`src/rtl/fetch_stage.sv`:
```
// Instruction-fetch stage: owns the PC, addresses instruction memory and
// registers the fetched word into the IF/ID register with a saturating fetch counter.
module fetch_stage #(
    parameter int                    ADDR_WIDTH = 8,
    parameter logic [ADDR_WIDTH-1:0] RESET_PC   = '0
) (
    input  logic                  clk,
    input  logic                  reset,
    input  logic                  stall_if,
    input  logic                  flush_if,
    input  logic                  branch_taken,
    input  logic [ADDR_WIDTH-1:0] branch_target,
    output logic [ADDR_WIDTH-1:0] imem_address,
    input  logic [31:0]           imem_instruction,
    output logic [31:0]           ifid_instruction,
    output logic [ADDR_WIDTH-1:0] ifid_pc,
    output logic [ADDR_WIDTH-1:0] ifid_pc_plus4,
    output logic                  ifid_valid,
    output logic [15:0]           fetch_count
);

    localparam logic [ADDR_WIDTH-1:0] PC_STEP   = ADDR_WIDTH'(4);
    localparam logic [ADDR_WIDTH-1:0] ALIGN_MSK = ~ADDR_WIDTH'(3);

    logic [ADDR_WIDTH-1:0] pc;
    logic [ADDR_WIDTH-1:0] pc_plus4;
    logic [ADDR_WIDTH-1:0] branch_pc;
    logic                  capture;

    assign imem_address = pc;
    assign pc_plus4     = pc + PC_STEP;
    // Redirect targets are word aligned; the low two target bits are discarded.
    assign branch_pc    = branch_target & ALIGN_MSK;
    assign capture      = !branch_taken && !flush_if && !stall_if;

    always_ff @(posedge clk) begin
        if (reset) begin
            pc <= RESET_PC;
        end else if (branch_taken) begin
            pc <= branch_pc;
        end else if (!stall_if) begin
            pc <= pc_plus4;
        end
    end

    always_ff @(posedge clk) begin
        if (reset) begin
            ifid_instruction <= '0;
            ifid_pc          <= '0;
            ifid_pc_plus4    <= '0;
            ifid_valid       <= 1'b0;
        end else if (branch_taken || flush_if) begin
            ifid_instruction <= '0;
            ifid_valid       <= 1'b0;
        end else if (!stall_if) begin
            ifid_instruction <= imem_instruction;
            ifid_pc          <= pc;
            ifid_pc_plus4    <= pc_plus4;
            ifid_valid       <= 1'b1;
        end
    end

    always_ff @(posedge clk) begin
        if (reset) begin
            fetch_count <= '0;
        end else if (capture && (fetch_count != '1)) begin
            fetch_count <= fetch_count + 16'd1;
        end
    end

endmodule

```
`config.mk`:
```
export PLATFORM = sky130hd
export DESIGN_NAME = fetch_stage
export DESIGN_NICKNAME = d
export VERILOG_FILES = /design/src/rtl/fetch_stage.sv
export SDC_FILE = /design/constraint.sdc
export NUM_CORES = 1
export LEC_CHECK = 0
export CAP_MARGIN = 20
export CORE_AREA = 2 2 114 89
export CTS_CLUSTER_DIAMETER = 50
export CTS_CLUSTER_SIZE = 12
export DETAILED_ROUTE_END_ITERATION = 10
export DIE_AREA = 0 0 116 91
export GPL_ROUTABILITY_DRIVEN = 0
export PLACE_DENSITY_LB_ADDON = 0.25
export SLEW_MARGIN = 20
export SYNTH_ARGS = -nofsm -noshare
export SYNTH_HDL_FRONTEND = slang
export SYNTH_SLANG_ARGS = --single-unit
```
`constraint.sdc`:
```
create_clock -name clk -period 3.09 [get_ports clk]
set_clock_uncertainty 0.15 [all_clocks]
set_input_delay 0.4635 -clock clk [delete_from_list [all_inputs] [get_ports clk]]
set_output_delay 0.4635 -clock clk [all_outputs]
set_load 0.05 [all_outputs]
```
# Word-level counts from Yosys, hierarchy flattened
# Cells that the tools add are included.
# totals
regBits	73
latch_bits	0
ram_bits	0
mem_bits_ro	0
in_bits	45
elab_cells	25
memories	0
# classes
add_sub_neg	2
n_mul	0
n_div	0
magnitude_cmp	0
eq_ne	2
shifts	0
muxes	2
bitwise	2
n_reduce_logical	10
# op_table
cell	n
$add 16x1->16 const B	1
$mux 8	2
$ne 16x16->1 const B	1
$add 8x3->8 const B	1
$reduce_or 2->1	2
$logic_and 1x1->1	3
$logic_not 1->1	3
$ne 2x1->1 const B	1
$not 1->1	2
$reduce_and 2->1	1
$logic_or 1x1->1	1

# Depth between registers and ports, before layout
# Gate-level depths: netlist (run 1).
# depth
depth_word	4
ltp_mapped	6
ltp_nobuf	5

# Least setup slack after synthesis (run 1)
# OpenSTA, ideal clock, no wires.
# synth_path
kind	register to register
start	register fetch_count[0]
end	register fetch_count[2]
arrival_time_ns	2.159
path_slack_ns	0.690
path_stages_with_launch	6
synth_period_minus_slack_ns	2.400
cell_sequence	dfxtp_1 > ha_1 > nand3_1 > nor4_1 > nor2_1 > a311oi_1
# synth_between
elab_chain_cells	2
word_cells_on_any_way	3
classes_between	add/sub: 1; eq/ne: 1; reduce/logical: 1
# synth_lines
item	line_no	text
start: declaration	19	output logic [15:0] fetch_count
start signal: assignment	67	fetch_count <= fetch_count + 16'd1;
parallel branches: the longest is 2 deep, another holds $add 16x1->16	--	
# Several ways; the timed one is not identified.
# A chain may end at the register's enable or synchronous reset.

# Worst setup path in the final report (run 1)
# layout_path
start	input branch_taken
end	register fetch_count[8]
# layout_between
elab_chain_cells	4
# layout_lines
item	line_no	text
start: declaration	11	input logic branch_taken,
$logic_not 1->1	34	assign capture = !branch_taken && !flush_if && !stall_if;
$logic_and 1x1->1 (2 in series)	34	
$logic_and 1x1->1	66	end else if (capture && (fetch_count != '1)) begin
# No other way between the ends.

==> flow_summary.ini, run 1 <==
[timing]
worst_slack_ps = 812.5
fin_crit_ps = 2278
worstMarginPinSlew_ps = 645.1
rsz0062_at_grt = false
finalHoldViolCount = 0
fin_crit_sh = 0.7371
slew_headroom = 0.5699
clock.fmax_mhz = 439.1
fin_tns_setup_ps = 0
holdWs_ps = 296.8
report.final.slew_viol_count = 0
finalSetupViolCount = 0

[clocking]
cts.sinks = 67
postCtsSetupBuffers = 0
cts_tree = yes
htreeDepth = 3
ctsRootBufferMaster = clkbuf_16
holdBufCountCts = 0
cts_buffers = 9
cts_buffer_depth = 2
clkLatencyLatePin_ps = 330
clk_pin_slew_worst_paths_ps = 50
post_cts_resized = 0

[die]
fp.dieW_um = 116
initial_core_util = 0.2953
rows = 31
die_y_um = 91
core_mm2 = 0.009387
ios = 118
dieArea_mm2 = 0.01056

[synthesis]
synth_seq_area_share = 0.4840
syn_inst = 303
synth-edff-count = 0
synth-simple-area-share = 0.1878
synthMuxAreaShare = 0.1269
synth-seq-cells = 67
synth_top_family_by_area = simple AND/OR/NAND/NOR gates
netlist_area_mm2 = 0.002771
postSynth.asyncResetShare = 0
yosysWarnings = 0
ys.flop_type = dfxtp_1
avgSynthCellArea_um2 = 9.147
synth_xor_area_frac = 0.01896
yosys.area_share.adder = 0.009029
yosys.cell_types.count = 40
synth_compound_area_frac = 0.1210

[worst_hold_path]
hp-class = flip-flop to flip-flop

[detailed_routing]
avgViaCountPerCell = 4.589
drc = 0
wl_per_cell_um = 12.94
postRouteAntennaNets = 0
vias = 2515
dr.pass1.iters = 4
drt-initial-drc-count = 107
wirelength_um = 7091

[pwr]
total_power_mw = 2.112
ir_drop_mv = 0.3516
p_per_area_mw_per_mm2 = 497.4
p_leak_nw = 1.552

[worst_setup_path]
cp-end-kind = flip-flop
path_cells = clkdlybuf4s50_1, or3_1, or3_4, or3_1, a21oi_1
start_kind = input port
critPathSlowestCell = or3_1
worstPathArrival_ps = 2380
crit_path_frequent_cell = or3_1
crit_fanout = 12
critPathKind = input port to flip-flop
cp_slowest_stage_delay_ps = 550
worstPathRequired_ps = 3200

[final_layout]
drive_gt1_frac = 0.06010
nFillCells = 950
layout.cells.non_filler = 548
final_core_util = 0.4523
syn_to_final_growth_pct = 53.18
insertedDiodeCount = 0
fin_area_mm2 = 0.004245
nets = 458

[global_routing]
first_global_vias = 2407
track_usage = 0.1395
grt_antenna_before_repair = 0
grt_pass1_wl_um = 11540
grt_max_degree = 42
grt-ovfl-total = 0

[placement]
place_ws_ps = 512.7
port_buffers = 109
placed_cell_area_mm2 = 0.003971
place_inst = 532
dpl.hpwl_um = 4917

[status]
outcome = finished, final reports clean

[flow_run]
drv_cap = 0
## final timing paths
| kind | startpoint | end | slack [ps] | cells past startpoint |
|---|---|---|---|---|
| worst max-delay path | branch_taken | fetch_count[8]$_SDFFE_PP0P_ | 810 | 5 |
| worst min-delay path | ifid_valid$_SDFFE_PP0N_ | ifid_valid$_SDFFE_PP0N_ | 300 | 2 |
| worst max register to register | fetch_count[0]$_SDFFE_PP0P_ | fetch_count[8]$_SDFFE_PP0P_ | 1000 | 5 |
| worst min register to register | ifid_valid$_SDFFE_PP0N_ | ifid_valid$_SDFFE_PP0N_ | 300 | 2 |
## area by class of cell
cell class                 count  area, um^2  area share
sequential                    67        1341      0.3159
multi-input combinational    212        1308      0.3080
timing repair buffer         116        1139      0.2682
clock buffer                  14       264.0     0.06219
tap                          132       165.2     0.03890
inverter                       5       18.77    0.004421
clock inverter                 2       10.01    0.002358
## synthesized netlist by cell type (2+ instances only)
cell	instances	area [um^2]
nor2b_1	3	18.77
buf_4	6	45.04
nand3_1	6	30.03
o21ai_0	9	45.04
ha_1	2	25.02
nand2_1	19	71.32
a311oi_1	3	26.28
or3_1	8	50.05
buf_2	2	10.01
inv_1	5	18.77
xnor2_1	2	17.52
o211ai_1	2	15.01
o21a_1	2	15.01
or4_1	5	37.54
clkbuf_1	11	41.29
mux2i_1	34	340.3
nor3_1	6	30.03
nor2_1	47	176.4
a21oi_1	24	120.1
buf_1	4	15.01
and4_1	2	17.52
nand4_1	4	25.02
and3_1	2	12.51
xor2_1	4	35.03
a211oi_1	6	45.04
o31ai_1	5	37.54
dfxtp_1	67	1341
## registers in the layout (all words and copies together) (netlist names)
register / count
fetch_count: 16
ifid_instruction: 32
ifid_pc: 6
ifid_pc_plus4: 6
ifid_valid: 1
imem_address: 6
## where the power goes
part | internal (mW) | total [mW] | switching (mW)
combinational | 0.115 | 0.268 | 0.153
sequential | 0.884 | 0.900 | 0.0160
clock | 0.585 | 0.943 | 0.359
## per-layer routing
metal,GRT usage,part of all wire,vias to the layer above,wire length (um)
met5,0,0,-,0
met2,0.1998,0.42,99,3012
li1,-,-,1270,-
met1,0.1724,0.45,1139,3172
met4,0.05357,0.014,0,98
met3,0.07944,0.11,7,809
## placed cells by master (no fill, tap or decap), drive strengths merged, types with 5 or more instances in the layout
cell,instances
clkbuf,14
o31ai,5
conb,6
nand2,19
dfxtp,67
nand3,6
buf,8
or3,9
or4,5
inv,5
o21ai,9
a211oi,6
nor3,7
nor2,47
a21oi,24
clkdlybuf4s50,108
mux2i,34
## cell families (layout without fill, tap and decap cells)
family,Yosys count,after routing
simple gates,108,108
flops,67,67
compound gates,55,55
mux,35,35
buf+inv,29,137
xor+xnor,6,6
fa+ha+maj,2,2
other cells,1,6
## critical path: cells and delay by family
kind	cells	cell delay (ps)
AND/OR/NAND/NOR	3	1300
buffers and inverters	1	470
AO/OA/AOI/OAI	1	140
No activity file was read; power rests on OpenSTA's default activity.
==> inputs of run 2 (changes only) <==
==> constraint.sdc (replaced) <==
create_clock -name clk -period 2.1 [get_ports clk]
set_clock_uncertainty 0.15 [all_clocks]
set_input_delay 0.315 -clock clk [delete_from_list [all_inputs] [get_ports clk]]
set_output_delay 0.315 -clock clk [all_outputs]
set_load 0.05 [all_outputs]
==> flow_summary.ini, run 2 (synthesized netlist as in run 1, its figures left out) <==
[status]
outcome = finished, final reports clean

[worst_setup_path]
crit_fanout = 5
reg2reg_to = fetch_count[8]$_SDFFE_PP0P_
worstPathArrival_ps = 1580
critPathSlowestCell = clkdlybuf4s50_1
reg2regPathDepth = 5
cp-end-kind = primary output
worstPathRequired_ps = 1630
critPathBufInv = 1
cp_slowest_stage_delay_ps = 840
critPathKind = flip-flop to primary output
r2r_setup_slack_ps = 210
cp_top_family = buffers and inverters
path_cells = clkdlybuf4s50_1
start_kind = flip-flop
r2r-start = fetch_count[0]$_SDFFE_PP0P_

[global_routing]
grt_max_degree = 42
grt_pass1_wl_um = 11910
first_global_vias = 2416
grt-ovfl-total = 0
grt_antenna_before_repair = 0
track_usage = 0.1452

[detailed_routing]
avgViaCountPerCell = 4.554
dr.pass1.iters = 4
drc = 0
wirelength_um = 7242
wl_per_cell_um = 13.07
vias = 2523
postRouteAntennaNets = 0
drt-initial-drc-count = 120

[final_layout]
top_register = ifid_instruction
insertedDiodeCount = 0
multi_input_area_mm2 = 0.001319
nFillCells = 901
reg_top3 = ifid_instruction: 32 flops, fetch_count: 16 flops
syn_to_final_growth_pct = 56.88
final_cell_mix = clkdlybuf4s50_1 (96), dfxtp_1 (60), nor2_1 (47), mux2i_1 (34), a21oi_1 (24)
regArea_mm2 = 0.001350
drive_gt1_frac = 0.1114
nets = 464
final_core_util = 0.4632
final_common_cell = clkdlybuf4s50_1
largest_reg_flops = 32

[clocking]
holdBufCountCts = 0
clkLatencyLatePin_ps = 330
htreeDepth = 3
clk_pin_slew_worst_paths_ps = 60
postCtsSetupBuffers = 0
cts_buffers = 9
cts.sinks = 67
cts_tree = yes
ctsRootBufferMaster = clkbuf_16
cts_buffer_depth = 2

[pwr]
p_leak_nw = 1.745
p_per_area_mw_per_mm2 = 724.9
ir_drop_mv = 0.5586

[timing]
holdWs_ps = 302.2
report.final.slew_viol_count = 0
clock.fmax_mhz = 489.3
rsz0062_at_grt = false
fin_crit_sh = 0.9732
finalHoldViolCount = 0
finalSetupViolCount = 0
fin_crit_ps = 2044
worstMarginPinSlew_ps = 645.9
slew_headroom = 0.5694

[placement]
dpl.hpwl_um = 5042
port_buffers = 109

[die]
dieArea_mm2 = 0.01056
die_y_um = 91
rows = 31
initial_core_util = 0.2953
fp.dieW_um = 116
ios = 118
core_mm2 = 0.009387

[flow_run]
drv_cap = 0

[worst_hold_path]
hp-class = flip-flop to flip-flop
worstHoldEndpoint = ifid_pc[5]$_SDFFE_PP0P_
hold_path_depth = 2
min_from = ifid_pc[5]$_SDFFE_PP0P_
-- run 2: changes by cell type in the layout (fill, tap and decap cells not counted), moves of 2 or more --
cell / delta
dfxtp_2: +7
dfxtp_1: -7
buf_4: +9
clkinv_4: +2
dlymetal6s2s_1: +8
clkdlybuf4s50_1: -12
clkbuf_1: -3
-- run 2: area by class of cell --
type	instances	area share
timing repair buffer	122	0.2774
clock inverter	5	0.008345
sequential	67	0.3105
inverter	5	0.004317
tap	132	0.03799
multi-input combinational	212	0.3033
clock buffer	11	0.05813
-- run 2: power breakdown --
| part | internal, mW | switching [mW] |
|---|---|---|
| clock network | 0.866 | 0.562 |
| registers | 1.30 | 0.0248 |
| logic | 0.173 | 0.225 |
-- run 2: routing by layer --
metal | global-route usage | routed length [um] | up-vias | part of all wire
met4 | 0.04167 | 85 | 0 | 0.012
met5 | 0 | 0 | - | 0
met1 | 0.1788 | 3256 | 1144 | 0.45
met2 | 0.2115 | 3121 | 82 | 0.43
li1 | - | - | 1289 | -
met3 | 0.08812 | 778 | 8 | 0.11
-- run 2: worst max path at each step --
stage,cells past startpoint,to,startpoint
6_report,1,fetch_count[7],fetch_count[7]$_SDFFE_PP0P_
5_1_grt,1,fetch_count[7],fetch_count[7]$_SDFFE_PP0P_
4_1_cts,1,fetch_count[8],fetch_count[8]$_SDFFE_PP0P_
3_5_place_dp,5,fetch_count[8]$_SDFFE_PP0P_,branch_taken
3_3_place_gp,5,fetch_count[8]$_SDFFE_PP0P_,branch_taken
2_1_floorplan,4,fetch_count[2]$_SDFFE_PP0P_,fetch_count[8]$_SDFFE_PP0P_
-- run 2: metrics by stage --
step / instance area [um^2] / setup TNS, ps / setup slack (ps) / power (mW) / cells
2_1_floorplan: 2805 / 0 / 30.91 / 1.597 / 308
3_3_place_gp: 4034 / -921.3 / -170.5 / 1.751 / 538
3_5_place_dp: 4034 / -1353 / -216.2 / 1.754 / 538
4_1_cts: 4323 / 0 / 11.45 / 3.216 / 554
5_1_grt: 4348 / 0 / 1.832 / 3.305 / 554
6_report: 4348 / 0 / 56.24 / 3.152 / 554
-- run 2: tightest hold or removal path, delay by kind of cell, from the launching register on --
kind,cells,cell delay (ps)
simple gates,1,50
compound gates,1,50
flops,1,310
-- run 2: repair_timing --
action	4_1_cts	5_1_grt
endpoints found under the setup margin	0	15
hold endpoints to repair	0	0
resized for setup	0	9
==> inputs of run 3 (changes only) <==
--- a/config.mk
+++ b/config.mk
@@ -8,7 +8,7 @@
 export CAP_MARGIN = 20
 export CORE_AREA = 2 2 114 89
 export CTS_CLUSTER_DIAMETER = 50
-export CTS_CLUSTER_SIZE = 12
+export CTS_CLUSTER_SIZE = 10
 export DETAILED_ROUTE_END_ITERATION = 10
 export DIE_AREA = 0 0 116 91
 export GPL_ROUTABILITY_DRIVEN = 0
==> results of run 3 <==
The final DEF is identical to that of run 2; final timing and power are the same.
